$ cat src/rtl/csr_pkg.sv
// Shared CSR definitions for the counter unit: addresses, funct3 encodings,
// instruction field slices and the read-modify-write helper.
package csr_pkg;

    localparam logic [11:0] CSR_MCYCLE        = 12'hB00;
    localparam logic [11:0] CSR_MCYCLEH       = 12'hB80;
    localparam logic [11:0] CSR_MINSTRET      = 12'hB02;
    localparam logic [11:0] CSR_MINSTRETH     = 12'hB82;
    localparam logic [11:0] CSR_CYCLE         = 12'hC00;
    localparam logic [11:0] CSR_CYCLEH        = 12'hC80;
    localparam logic [11:0] CSR_INSTRET       = 12'hC02;
    localparam logic [11:0] CSR_INSTRETH      = 12'hC82;
    localparam logic [11:0] CSR_MCOUNTINHIBIT = 12'h320;

    localparam int ADDR_MSB = 19;
    localparam int ADDR_LSB = 8;
    localparam int ZIMM_MSB = 7;
    localparam int ZIMM_LSB = 3;
    localparam int F3_MSB   = 2;
    localparam int F3_LSB   = 0;

    typedef enum logic [2:0] {
        CSR_OP_NONE   = 3'b000,
        CSR_OP_RW     = 3'b001,
        CSR_OP_RS     = 3'b010,
        CSR_OP_RC     = 3'b011,
        CSR_OP_NONE_I = 3'b100,
        CSR_OP_RWI    = 3'b101,
        CSR_OP_RSI    = 3'b110,
        CSR_OP_RCI    = 3'b111
    } csr_op_e;

    // funct3[1:0] selects write, set-bits or clear-bits
    function automatic logic [31:0] csr_new_value(input logic [1:0]  kind,
                                                  input logic [31:0] old_val,
                                                  input logic [31:0] src_val);
        logic [31:0] res;
        case (kind)
            2'b10:   res = old_val | src_val;
            2'b11:   res = old_val & ~src_val;
            default: res = src_val;
        endcase
        return res;
    endfunction

endpackage

$ cat src/rtl/csr_counters_if.sv
// CSR access bus and retire strobe shared between the core and the counter unit.
interface csr_counters_if;

    logic        we;
    logic [19:0] instr_31_12;
    logic [31:0] wd;
    logic        retire;
    logic [31:0] rd;
    logic        hit;
    logic        illegal;

    modport master (
        output we, instr_31_12, wd, retire,
        input  rd, hit, illegal
    );

    modport slave (
        input  we, instr_31_12, wd, retire,
        output rd, hit, illegal
    );

endinterface

$ cat src/rtl/csr_counter.sv
// One CNT_W-bit performance counter with half-word write strobes; a write
// to either half suppresses the carry that would cross into the other half.
module csr_counter #(
    parameter int CNT_W = 64
) (
    input  logic             clk,
    input  logic             rst_n,
    input  logic             inc_en,
    input  logic             wr_lo,
    input  logic             wr_hi,
    input  logic [31:0]      wdata,
    output logic [CNT_W-1:0] value
);

    localparam int HI_W = CNT_W - 32;

    logic [CNT_W-1:0] cnt_r;
    logic [CNT_W-1:0] cnt_inc_s;
    logic [31:0]      lo_next_s;
    logic [HI_W-1:0]  hi_next_s;

    // Next-state selection: write on one half beats the increment on that half
    always_comb begin
        cnt_inc_s = cnt_r + {{(CNT_W-1){1'b0}}, 1'b1};
        lo_next_s = cnt_r[31:0];
        hi_next_s = cnt_r[CNT_W-1:32];
        if (wr_lo) begin
            lo_next_s = wdata;
        end else if (wr_hi) begin
            hi_next_s = wdata[HI_W-1:0];
            if (inc_en) begin
                lo_next_s = cnt_inc_s[31:0];
            end else begin
                lo_next_s = cnt_r[31:0];
            end
        end else if (inc_en) begin
            lo_next_s = cnt_inc_s[31:0];
            hi_next_s = cnt_inc_s[CNT_W-1:32];
        end else begin
            lo_next_s = cnt_r[31:0];
            hi_next_s = cnt_r[CNT_W-1:32];
        end
    end

    // Counter register with synchronous active-low clear
    always_ff @(posedge clk) begin
        if (!rst_n) begin
            cnt_r <= '0;
        end else begin
            cnt_r <= {hi_next_s, lo_next_s};
        end
    end

    assign value = cnt_r;

endmodule

$ cat src/rtl/csr_counters.sv
// Machine-mode cycle/instret counter unit with read-only user aliases.
// Optional mcountinhibit (0x320) is built when CSR_MCOUNTINHIBIT_EN is defined.
module csr_counters
    import csr_pkg::*;
#(
    parameter int CNT_W = 64
) (
    input  logic          clk,
    input  logic          rst_n,
    csr_counters_if.slave bus
);

    logic [11:0]      addr_s;
    logic [4:0]       zimm_s;
    logic [2:0]       f3_s;
    csr_op_e          op_s;
    logic             op_valid_s;
    logic             op_set_clr_s;
    logic [31:0]      src_s;
    logic [31:0]      old_s;
    logic [31:0]      new_s;
    logic             addr_hit_s;
    logic             hit_s;
    logic             read_only_s;
    logic             no_write_s;
    logic             wr_en_s;
    logic             illegal_s;
    logic [CNT_W-1:0] mcycle_s;
    logic [CNT_W-1:0] minstret_s;
    logic [31:0]      mcycle_hi_s;
    logic [31:0]      minstret_hi_s;
    logic             cy_inh_s;
    logic             ir_inh_s;
    logic             cyc_inc_s;
    logic             ins_inc_s;

    // Instruction field decode and operand selection
    always_comb begin
        addr_s = bus.instr_31_12[ADDR_MSB:ADDR_LSB];
        zimm_s = bus.instr_31_12[ZIMM_MSB:ZIMM_LSB];
        f3_s   = bus.instr_31_12[F3_MSB:F3_LSB];
        op_s   = csr_op_e'(f3_s);
        case (op_s)
            CSR_OP_RW, CSR_OP_RWI: begin
                op_valid_s   = 1'b1;
                op_set_clr_s = 1'b0;
            end
            CSR_OP_RS, CSR_OP_RSI, CSR_OP_RC, CSR_OP_RCI: begin
                op_valid_s   = 1'b1;
                op_set_clr_s = 1'b1;
            end
            default: begin
                op_valid_s   = 1'b0;
                op_set_clr_s = 1'b0;
            end
        endcase
        if (f3_s[2]) begin
            src_s = {27'd0, zimm_s};
        end else begin
            src_s = bus.wd;
        end
    end

    // High halves are zero-extended when CNT_W is below 64
    always_comb begin
        mcycle_hi_s                  = 32'd0;
        minstret_hi_s                = 32'd0;
        mcycle_hi_s[CNT_W-33:0]      = mcycle_s[CNT_W-1:32];
        minstret_hi_s[CNT_W-33:0]    = minstret_s[CNT_W-1:32];
    end

    // Address decode and old-value read mux
    always_comb begin
        addr_hit_s = 1'b1;
        old_s      = 32'd0;
        case (addr_s)
            CSR_MCYCLE, CSR_CYCLE:       old_s = mcycle_s[31:0];
            CSR_MCYCLEH, CSR_CYCLEH:     old_s = mcycle_hi_s;
            CSR_MINSTRET, CSR_INSTRET:   old_s = minstret_s[31:0];
            CSR_MINSTRETH, CSR_INSTRETH: old_s = minstret_hi_s;
`ifdef CSR_MCOUNTINHIBIT_EN
            CSR_MCOUNTINHIBIT:           old_s = {29'd0, ir_inh_s, 1'b0, cy_inh_s};
`endif
            default: begin
                addr_hit_s = 1'b0;
                old_s      = 32'd0;
            end
        endcase
    end

    // Write qualification: RS/RC with a zero rs1/zimm field never writes
    always_comb begin
        new_s       = csr_new_value(f3_s[1:0], old_s, src_s);
        hit_s       = op_valid_s & addr_hit_s;
        read_only_s = (addr_s[11:10] == 2'b11);
        no_write_s  = op_set_clr_s & (zimm_s == 5'd0);
        wr_en_s     = bus.we & hit_s & ~no_write_s & ~read_only_s;
        illegal_s   = bus.we & hit_s & read_only_s & ~no_write_s;
    end

    assign bus.rd      = hit_s ? old_s : 32'd0;
    assign bus.hit     = hit_s;
    assign bus.illegal = illegal_s;

`ifdef CSR_MCOUNTINHIBIT_EN
    logic cy_inh_r;
    logic ir_inh_r;

    // mcountinhibit: only CY (bit 0) and IR (bit 2) are stored
    always_ff @(posedge clk) begin
        if (!rst_n) begin
            cy_inh_r <= 1'b0;
            ir_inh_r <= 1'b0;
        end else if (wr_en_s && (addr_s == CSR_MCOUNTINHIBIT)) begin
            cy_inh_r <= new_s[0];
            ir_inh_r <= new_s[2];
        end else begin
            cy_inh_r <= cy_inh_r;
            ir_inh_r <= ir_inh_r;
        end
    end

    assign cy_inh_s = cy_inh_r;
    assign ir_inh_s = ir_inh_r;
`else
    assign cy_inh_s = 1'b0;
    assign ir_inh_s = 1'b0;
`endif

    assign cyc_inc_s = ~cy_inh_s;
    assign ins_inc_s = bus.retire & ~ir_inh_s;

    csr_counter #(.CNT_W(CNT_W)) u_mcycle (
        .clk    (clk),
        .rst_n  (rst_n),
        .inc_en (cyc_inc_s),
        .wr_lo  (wr_en_s && (addr_s == CSR_MCYCLE)),
        .wr_hi  (wr_en_s && (addr_s == CSR_MCYCLEH)),
        .wdata  (new_s),
        .value  (mcycle_s)
    );

    csr_counter #(.CNT_W(CNT_W)) u_minstret (
        .clk    (clk),
        .rst_n  (rst_n),
        .inc_en (ins_inc_s),
        .wr_lo  (wr_en_s && (addr_s == CSR_MINSTRET)),
        .wr_hi  (wr_en_s && (addr_s == CSR_MINSTRETH)),
        .wdata  (new_s),
        .value  (minstret_s)
    );

endmodule
$ cat src/flat_wrapper.sv
// flat-port wrapper written by rule: the top's interface ports become plain ports
module csr_counters_flat import csr_pkg::*;
#(
    parameter int CNT_W = 64
)
  (clk, rst_n, bus_we, bus_instr_31_12, bus_wd, bus_retire, bus_rd, bus_hit, bus_illegal);
  csr_counters_if bus_i ();
  input  logic clk;
  input  logic rst_n;
  input wire logic [$bits(bus_i.we)-1:0] bus_we;
  input wire logic [$bits(bus_i.instr_31_12)-1:0] bus_instr_31_12;
  input wire logic [$bits(bus_i.wd)-1:0] bus_wd;
  input wire logic [$bits(bus_i.retire)-1:0] bus_retire;
  output wire logic [$bits(bus_i.rd)-1:0] bus_rd;
  output wire logic [$bits(bus_i.hit)-1:0] bus_hit;
  output wire logic [$bits(bus_i.illegal)-1:0] bus_illegal;
  assign bus_i.we = bus_we;
  assign bus_i.instr_31_12 = bus_instr_31_12;
  assign bus_i.wd = bus_wd;
  assign bus_i.retire = bus_retire;
  assign bus_rd = bus_i.rd;
  assign bus_hit = bus_i.hit;
  assign bus_illegal = bus_i.illegal;
  csr_counters #(.CNT_W(CNT_W)) u_core (.clk(clk), .rst_n(rst_n), .bus(bus_i));
endmodule
$ cat config.mk
export PLATFORM = sky130hd
export DESIGN_NAME = csr_counters_flat
export DESIGN_NICKNAME = d
export VERILOG_FILES = /design/src/rtl/csr_pkg.sv /design/src/rtl/csr_counters_if.sv /design/src/rtl/csr_counter.sv /design/src/rtl/csr_counters.sv /design/src/flat_wrapper.sv
export SDC_FILE = /design/constraint.sdc
export NUM_CORES = 1
export LEC_CHECK = 0
export ABC_AREA = 1
export CAP_MARGIN = 10
export CELL_PAD_IN_SITES_DETAIL_PLACEMENT = 1
export CELL_PAD_IN_SITES_GLOBAL_PLACEMENT = 1
export CORE_ASPECT_RATIO = 1.2
export CORE_UTILIZATION = 40
export DETAILED_ROUTE_END_ITERATION = 6
export GPL_TIMING_DRIVEN = 0
export PLACE_DENSITY_LB_ADDON = 0.1
export SKIP_LAST_GASP = 1
export SYNTH_ARGS = -nofsm -noshare
export SYNTH_HDL_FRONTEND = slang
export SYNTH_SLANG_ARGS = --single-unit
export TNS_END_PERCENT = 100
$ cat constraint.sdc
create_clock -name clk -period 3.92 [get_ports clk]
set_clock_uncertainty 0.05 [all_clocks]
set_input_delay 0.784 -clock clk [delete_from_list [all_inputs] [get_ports clk]]
set_output_delay 0.784 -clock clk [all_outputs]
set_load 0.01 [all_outputs]
Yosys cells after proc, flatten, opt, wreduce, memory -nomap -nowiden
Index checks and enable logic that the tools add are counted.
W data, S select, Z words.
{ "totals": {"ff_bits": 128, "in_bits": 56, "output_inout_bits": 34, "elab_cells": 64} }
{ "op_classes": {"n_addsub": 2, "eq_ne": 17, "mux": 13, "bitwise_logic": 13, "n_reduce_logical": 15} }
{ "op_table": {"columns": ["op", "n"], "rows": [
  ["$mux W32", 8],
  ["$add A64 B1 Y64 const B", 2],
  ["$pmux W32 S4", 1],
  ["$eq A12 B12 Y1 const B", 8],
  ["$pmux W32 S2", 1],
  ["$and A32 B32 Y32", 1],
  ["$not A32 Y32", 1],
  ["$or A32 B32 Y32", 1],
  ["$eq A3 B3 Y1 const B", 3],
  ["$reduce_or A2 Y1", 4],
  ["$reduce_or A8 Y1", 1],
  ["$and A1 B1 Y1", 7],
  ["$eq A2 B2 Y1 const B", 3],
  ["$eq A3 B2 Y1 const B", 2],
  ["$reduce_or A6 Y1", 1],
  ["$logic_not A5 Y1", 1],
  ["$logic_and A1 B1 Y1", 4],
  ["$reduce_bool A2 Y1", 2],
  ["$reduce_or A4 Y1", 1],
  ["$eq A3 B1 Y1 const B", 1],
  ["$mux W1", 3],
  ["$not A1 Y1", 3],
  ["$reduce_and A2 Y1", 1]
]} }

Depth between registers and ports, before layout
Gate-level depths: netlist of the first run.
{ "logic_depth": {"ltp_word": 10, "ltp_mapped": 16, "depth_no_buf": 15} }

Cells and area by module
From an unflattened synthesis of the first run, not the netlist that was laid out.
{ "unflattened": {"hier_cells": 2284, "hier_area_um2": 12216.7} }
{ "modules_own_cells": {"columns": ["mod", "n_inst", "cells_per_inst", "area_each_um2", "seq_area_each_um2"], "rows": [
  ["csr_counter at u_core.u_mcycle", 1, 864, 4845.9, 1281.2],
  ["csr_counter at u_core.u_minstret", 1, 865, 4767.1, 1281.2],
  ["csr_counters", 1, 555, 2603.7, 0.0]
]} }

Worst setup path before layout of the first run
OpenSTA, ideal clock, no wires.
{ "synth_path": {"path_kind": "input port to output port", "start": "input port bus_instr_31_12[19]", "end": "output port bus_rd[10]", "arrival_time_ns": 2.178, "t_required_ns": 3.086, "slack_ns": 0.908, "path_stages": 9, "n_path_buf": 1, "cell_sequence": "nand2_2 nor2_4 o21ai_2 nand2_1 nor2_2 nor2_8 inv_1 clkbuf_1 a21oi_1"} }
{ "synth_between": {"elab_chain_len": 5, "word_cells_on_any_way": 17, "classes_between": "8 x eq/ne; 3 x mux; 1 x bitwise; 5 x reduce/logical"} }
{ "synth_rtl": {"columns": ["item", "line_no", "rtl"], "rows": [
  ["from (decl)", "flat_wrapper.sv:11", "input wire logic [$bits(bus_i.instr_31_12)-1:0] bus_instr_31_12;"],
  ["$eq A12 B12 Y1", "csr_counters.sv:76", "case (addr_s)"],
  ["$reduce_or A8 Y1 (no line) *", null, null],
  ["$mux W1 *", "csr_counters.sv:76", null],
  ["$and A1 B1 Y1 *", "csr_counters.sv:94", "hit_s = op_valid_s & addr_hit_s;"],
  ["via bus_hit", "flat_wrapper.sv:15", "output wire logic [$bits(bus_i.hit)-1:0] bus_hit;"],
  ["$mux W32 *", "csr_counters.sv:101", "assign bus.rd = hit_s ? old_s : 32'd0;"],
  ["to (decl)", "flat_wrapper.sv:14", "output wire logic [$bits(bus_i.rd)-1:0] bus_rd;"]
]} }
Mark *: on every way through the listed nets, which the timed path passes. The rest lies on a longest branch.

Worst setup path after layout of the first run
{ "layout_path": {"start": "input port bus_instr_31_12[18]", "end": "output port bus_rd[5]"} }
{ "layout_between": {"elab_chain_len": 5, "word_cells_on_any_way": 17, "classes_between": "8 x eq/ne; 3 x mux; 1 x bitwise; 5 x reduce/logical"} }
{ "layout_rtl": {"columns": ["item", "line_no"], "rows": [
  ["$eq A12 B12 Y1", "csr_counters.sv:76"],
  ["$reduce_or A8 Y1 (no line)", null],
  ["$mux W1", "csr_counters.sv:76"],
  ["$and A1 B1 Y1", "csr_counters.sv:94"],
  ["$mux W32 *", "csr_counters.sv:101"]
]} }
Every way passes the cells marked *; elsewhere a longest branch is shown, timed or not.

==> results.py, run 1 <==
metrics = {
    "worst_setup_path": {
        "cp_num_buf_inv": 7,
        "cp_top_family": "buffers and inverters",
        "crit_path_start_kind": "input pin",
        "worst_setup_path_end_kind": "primary output",
        "cp_max_fo": 8,
        "slowest_stage": "clkdlybuf4s50_1",
        "cp_slowest_stage_delay_ns": 0.54,
        "required_ns": 3.09,
        "crit_chain": "clkdlybuf4s50_1 -> inv_1 -> nand2_1 -> nor2_4 -> buf_12 -> o21ai_4 -> buf_4 -> buf_4 -> clkinvlp_4 -> a21oi_1 -> a21oi_2 -> dlygate4sd2_1",
        "worstPathArrival_ns": 3.21,
        "path_common_cell": "buf_4",
        "critPathKind": "input pin to primary output",
    },
    "layout": {
        "fin_cells": 2670,
        "fin_nets": 2327,
        "final_common_cell": "nand2_1",
        "drive_gt1_share_pct": 7.54,
        "final_cell_mix": "nand2_1, nor2_1, inv_1",
        "finish.utilization_pct": 48.6,
        "area_growth_pct": 19.8,
    },
    "yosys": {
        "synth_cell_types": 38,
        "yosysWarnings": 0,
        "syn-cell-area_um2": 11700,
        "avgSynthCellArea_um2": 5.44,
        "synth_edf_count": 0,
        "ys_ff_latch": 128,
        "synth_nets": 2203,
        "synthArstFlopShare_pct": 0,
        "synth-seq-area-share_pct": 22.0,
        "syn-instance-count": 2145,
        "ys.flop_type": "dfxtp_1",
    },
    "routing": {
        "routed_via_density": 5.73,
        "final_antenna_net_count": 0,
        "vias": 15292,
        "drtIter0Drc": 1315,
        "drtPass1Iterations": 7,
        "wl_per_cell_um": 25.3,
        "routed_wl_um": 67500,
        "drc": 0,
    },
    "clock_network": {
        "cts_tree": "yes",
        "cts_buffers": 17,
        "clk_latency_ns": 0.45,
        "clock_tree.root_cell": "clkbuf_16",
        "cts.sinks": 128,
        "ctsHoldBuffers": 0,
        "path_clk_slew_ns": 0.07,
        "cts_buffer_depth": 2,
        "htreeDepth": 4,
    },
    "power_and_ir_drop": {
        "max-vdd-ir-drop_mv": 0.229,
        "power_mw": 3.59,
        "powerDensity_nw_per_um2": 257,
        "power_leakage_nw": 5.54,
    },
    "placement": {
        "gp_congestion": 1.07,
        "place_inst": 2617,
        "place_hpwl_um": 54700,
        "portBuffers": 87,
    },
    "global_routing": {
        "grt_pass1_wl_um": 97200,
        "grt_max_degree": 17,
        "grt_pass1_vias": 15653,
        "antenna_found_initial": 5,
        "gr-usage-all-layers_pct": 45.6,
        "overflow": 0,
    },
    "sta": {
        "rsz0062_at_grt": "yes",
        "fin_crit_sh_pct": 103,
        "worst_slack_ns": -0.128,
        "max-slew-margin-rel_pct": 28.7,
        "timing.fmax_mhz": 247,
        "slew_viol_final": 0,
        "period_minus_slack_ns": 4.05,
        "finalHoldViolations": 0,
        "finalSetupViolations": 7,
        "tns_ns": -0.540,
        "tightest_slew_ns": 1.07,
    },
    "die": {
        "die_area_um2": 29900,
        "die_w_um": 158,
        "die_y_um": 189,
        "fp.coreArea_um2": 28800,
        "placementRows": 68,
        "start_util_pct": 40.6,
        "ioPinCount": 90,
    },
    "outcome": {
        "violations": "setup timing",
        "status": "complete, but fails checks",
    },
    "worst_hold_path": {
        "worst_hold_path_type": "flip-flop to flip-flop",
    },
    "run": {
        "drv_cap": 0,
    },
}
-- report_power, final --
part / switching (mW) / internal [mW] / total (mW)
clock: 0.724 / 1.08 / 1.81
sequential: 0.0263 / 1.33 / 1.35
combinational: 0.292 / 0.137 / 0.428
total: 1.04 / 2.55 / 3.59
-- what timing repair did --
action / CTS / global route
gates resized for setup: 76 / 58
pin swaps: 5 / 2
endpoints found under the setup margin: 33 / 31
buffers inserted: 9 / 8
-- cell usage after synthesis, types with 5 or more instances --
cell type,n,area (um2)
a211oi_1,12,90.1
a21oi_1,146,731
buf_1,10,37.5
buf_2,32,160
buf_4,5,37.5
clkbuf_1,32,120
dfxtp_1,128,2560
inv_1,232,871
nand2_1,580,2180
nand3_1,163,816
nand4_1,27,169
nor2_1,504,1890
nor2_4,5,56.3
nor3_1,67,335
o21ai_0,23,115
o21ai_1,28,140
xnor2_1,8,70.1
xor2_1,103,902
-- final timing paths --
| check | to | start | slack (ns) | cells past startpoint |
|---|---|---|---|---|
| worst max-delay path | bus_rd[5] | bus_instr_31_12[18] | -0.13 | 12 |
| worst min-delay path | u_core.u_mcycle.value[43] | u_core.u_mcycle.value[43] | 0.42 | 2 |
| worst max register to register | u_core.u_minstret.value[29] | u_core.u_minstret.value[0] | 0.86 | 9 |
| worst min register to register | u_core.u_mcycle.value[43] | u_core.u_mcycle.value[43] | 0.42 | 2 |
-- layout make-up --
type	count	area [um2]
clock buffer	19	443
fill	4235	14800
antenna	3	7.51
clock inverter	13	186
timing repair buffer	105	942
multi-input combinational	1697	7980
inverter	237	900
tap	385	482
buffer	83	474
sequential	128	2560
-- state kept, by name, summed over array words and instances, names as in the netlist --
| register | cells |
|---|---|
| u_core.u_minstret.value | 64 |
| u_core.u_mcycle.value | 64 |
-- worst register-to-register path: cells and delay by family, from the launching register on --
| kind | cells | cell delay [ns] |
|---|---|---|
| AOI/OAI and AO/OA | 2 | 0.33 |
| buffers and inverters | 2 | 0.50 |
| DFF | 1 | 0.54 |
| and+or+nand+nor | 5 | 1.52 |
-- cell families after synthesis --
| family | share of synthesized area [%] |
|---|---|
| compound gates | 10.1 |
| xor+xnor | 8.33 |
| fa+ha+maj | 0.214 |
| buf+inv | 11.1 |
| flops | 22.0 |
| simple gates | 48.3 |
-- metal layers --
layer | GRT usage (%) | up-vias | part of all wire (%)
met3 | 7.69 | 351 | 5.8
met4 | 46.5 | 2 | 12
met1 | 47.1 | 7231 | 36
li1 | - | 6987 | -
met5 | 0 | - | 0.019
met2 | 76.0 | 721 | 47
-- through the flow --
stage          area, um2  hold slack (ns)  setup WS [ns]
4_1_cts            13900            0.418         -0.181
3_3_place_gp       13000            0.404         -0.889
2_1_floorplan      11700            0.394          0.908
6_report           14000            0.416         -0.128
5_1_grt            14000            0.448         -0.125
3_5_place_dp       13000            0.408         -0.932
Power figures use the tool's default switching activity.
==> inputs of run 2 (changes only) <==
--- a/config.mk
+++ b/config.mk
@@ -9,7 +9,6 @@
 export CAP_MARGIN = 10
 export CELL_PAD_IN_SITES_DETAIL_PLACEMENT = 1
 export CELL_PAD_IN_SITES_GLOBAL_PLACEMENT = 1
-export CORE_ASPECT_RATIO = 1.2
 export CORE_UTILIZATION = 40
 export DETAILED_ROUTE_END_ITERATION = 6
 export GPL_TIMING_DRIVEN = 0
==> run 2 against run 1 <==
Compared with the run above: the flow still finishes with violations (setup timing); combinational power is 7.5% higher; global-route usage grew 0.97 points; cell count about the same; hold slack improved by 0.014 ns; clock power is 7% higher; sequential power about the same; core utilization is 0.60 points higher; power rose by 4.5%; non-clock buffer count unchanged; first-iteration DRC count rose by 16%; die area is essentially flat; sequential share of layout area down 0.19 points; critical path type unchanged; critical endpoint is now bus_rd[0]; largest cell class unchanged; largest power group unchanged.
==> results.py, run 2 (synthesis results as in run 1) <==
metrics = {
    "outcome": {
        "status": "complete, but fails checks",
        "violations": "setup timing",
    },
    "worst_hold_path": {
        "hold_end": "u_core.u_mcycle.value[43]",
        "worst_hold_path.num_cells": 2,
        "worst_hold_path_type": "flip-flop to flip-flop",
        "hold_start": "u_core.u_mcycle.value[43]",
    },
    "die": {
        "die_area_um2": 29800,
        "die_w_um": 173,
        "placementRows": 62,
        "die_y_um": 173,
        "fp.coreArea_um2": 28700,
        "start_util_pct": 40.6,
        "ioPinCount": 90,
    },
    "power_and_ir_drop": {
        "power_leakage_nw": 5.53,
        "comb_power_share_pct": 12.3,
        "switching_share_pct": 29.4,
        "power_mw": 3.75,
        "powerDensity_nw_per_um2": 265,
        "pwr-share-clk_pct": 51.7,
        "max-vdd-ir-drop_mv": 0.231,
        "netSwitchingPower_mw": 1.10,
        "p_int_mw": 2.65,
        "seqPwrFrac_pct": 36.1,
    },
    "routing": {
        "drtPass1Iterations": 7,
        "vias": 15832,
        "final_antenna_net_count": 0,
        "drtIter0Drc": 1528,
        "routed_wl_um": 71300,
        "drc": 0,
        "routed_via_density": 5.93,
        "wl_per_cell_um": 26.7,
    },
    "global_routing": {
        "antenna_found_initial": 4,
        "grt_max_degree": 17,
        "grt_pass1_wl_um": 101000,
        "gr-usage-all-layers_pct": 46.6,
        "overflow": 0,
        "grt_pass1_vias": 16130,
    },
    "sta": {
        "fin_crit_sh_pct": 101,
        "slew_viol_final": 0,
        "finalHoldViolations": 0,
        "max-slew-margin-rel_pct": 8.55,
        "rsz0062_at_grt": "yes",
        "timing.fmax_mhz": 252,
        "worst_slack_ns": -0.0514,
        "tightest_slew_ns": 1.37,
        "hold-worst-slack_ns": 0.430,
        "finalSetupViolations": 13,
        "period_minus_slack_ns": 3.97,
    },
    "layout": {
        "final_cell_mix": "nand2_1, nor2_1, inv_1",
        "final_common_cell": "nand2_1",
        "final_area_um2": 14100,
        "area_growth_pct": 21.1,
        "fillers": 4125,
        "drive_gt1_share_pct": 7.84,
        "fin_nets": 2327,
    },
    "worst_setup_path": {
        "path_common_cell": "a21oi_1",
        "crit_chain": "clkdlybuf4s50_1 -> inv_1 -> nand2_1 -> nor2_4 -> buf_4 -> o21ai_4 -> buf_12 -> clkbuf_4 -> nor2_1 -> a21oi_1 -> a21oi_1 -> dlygate4sd2_1",
        "r2r_start": "u_core.u_minstret.value[0]",
        "cp_slowest_stage_delay_ns": 0.51,
        "rrSetupSlack_ns": 0.83,
        "cp_top_family": "buffers and inverters",
        "rr_endpoint": "u_core.u_minstret.value[29]",
        "worstPathArrival_ns": 3.14,
        "slowest_stage": "clkdlybuf4s50_1",
        "critPathKind": "input pin to primary output",
        "cp_num_buf_inv": 6,
        "cp_max_fo": 10,
        "worst_setup_path_end_kind": "primary output",
        "reg2reg_depth": 10,
        "crit_path_start_kind": "input pin",
        "required_ns": 3.09,
    },
    "clock_network": {
        "cts_buffer_depth": 2,
        "clk_latency_ns": 0.47,
        "cts_tree": "yes",
        "cts_buffers": 17,
        "clock_tree.root_cell": "clkbuf_16",
        "cts.sinks": 128,
        "htreeDepth": 4,
        "path_clk_slew_ns": 0.07,
    },
    "placement": {
        "place_hpwl_um": 55200,
        "place_area_um2": 13000,
        "gp_congestion": 1.06,
        "portBuffers": 87,
    },
    "run": {
        "drv_cap": 0,
    },
}
[run 2: repair_timing]
action	4_1_cts	5_1_grt
setup buffers	11	7
setup endpoints to repair	36	54
hold buffers	0	0
gates resized for setup	101	50
pin swaps	6	5
[run 2: power by group through the flow]
stage | Clock [mW] | Combinational [mW] | Sequential, mW
after global routing | 1.97 | 0.481 | 1.35
after detailed placement | 0 | 0.422 | 1.38
final | 1.94 | 0.460 | 1.35
after global placement | 0 | 0.412 | 1.38
after CTS | 1.91 | 0.429 | 1.35
after floorplan | 0 | 0.221 | 1.37
[run 2: layout make-up]
type | instances | area [um2] | area share (%)
Clock buffer | 20 | 467 | 3.30
Multi-Input combinational cell | 1697 | 8020 | 56.8
Antenna cell | 3 | 7.51 | 0.0531
Inverter | 237 | 900 | 6.37
Clock inverter | 12 | 206 | 1.46
Buffer | 83 | 470 | 3.33
Timing Repair Buffer | 105 | 1010 | 7.15
Sequential cell | 128 | 2560 | 18.1
Tap cell | 384 | 480 | 3.40
[run 2: routing by layer]
layer / global-route usage, % / part of all wire (%)
met2: 77.7 / 46
met5: 0 / 0.024
met4: 41.0 / 11
met3: 10.9 / 8.5
met1: 49.5 / 35
[run 2: how the worst max path moves through the flow]
stage / from / endpoint / slack, ns / cells past startpoint
floorplan: bus_instr_31_12[19] / bus_rd[10] / 0.91 / 9
global placement: bus_instr_31_12[19] / bus_rd[19] / -0.94 / 11
detailed placement: bus_instr_31_12[19] / bus_rd[19] / -1.04 / 11
CTS: bus_instr_31_12[19] / bus_rd[19] / -0.09 / 12
global route: bus_instr_31_12[16] / bus_rd[0] / -0.11 / 12
finish: bus_instr_31_12[16] / bus_rd[0] / -0.05 / 12
[run 2: tightest hold or removal path: stages (launching register included)]
cell and delay, ns:
dfxtp_1 0.31, nand2_1 0.06, a21oi_1 0.06
[run 2: stage by stage]
stage          TNS (ns)  utilization, %  worst slack, ns  std cells
2_1_floorplan         0               -            0.908       2145
3_3_place_gp     -34.83            45.3           -0.939       2616
3_5_place_dp     -42.55            45.3            -1.04       2616
4_1_cts          -0.522            48.6          -0.0932       2659
5_1_grt          -0.915            49.2           -0.105       2667
6_report         -0.407            49.2          -0.0514       2669
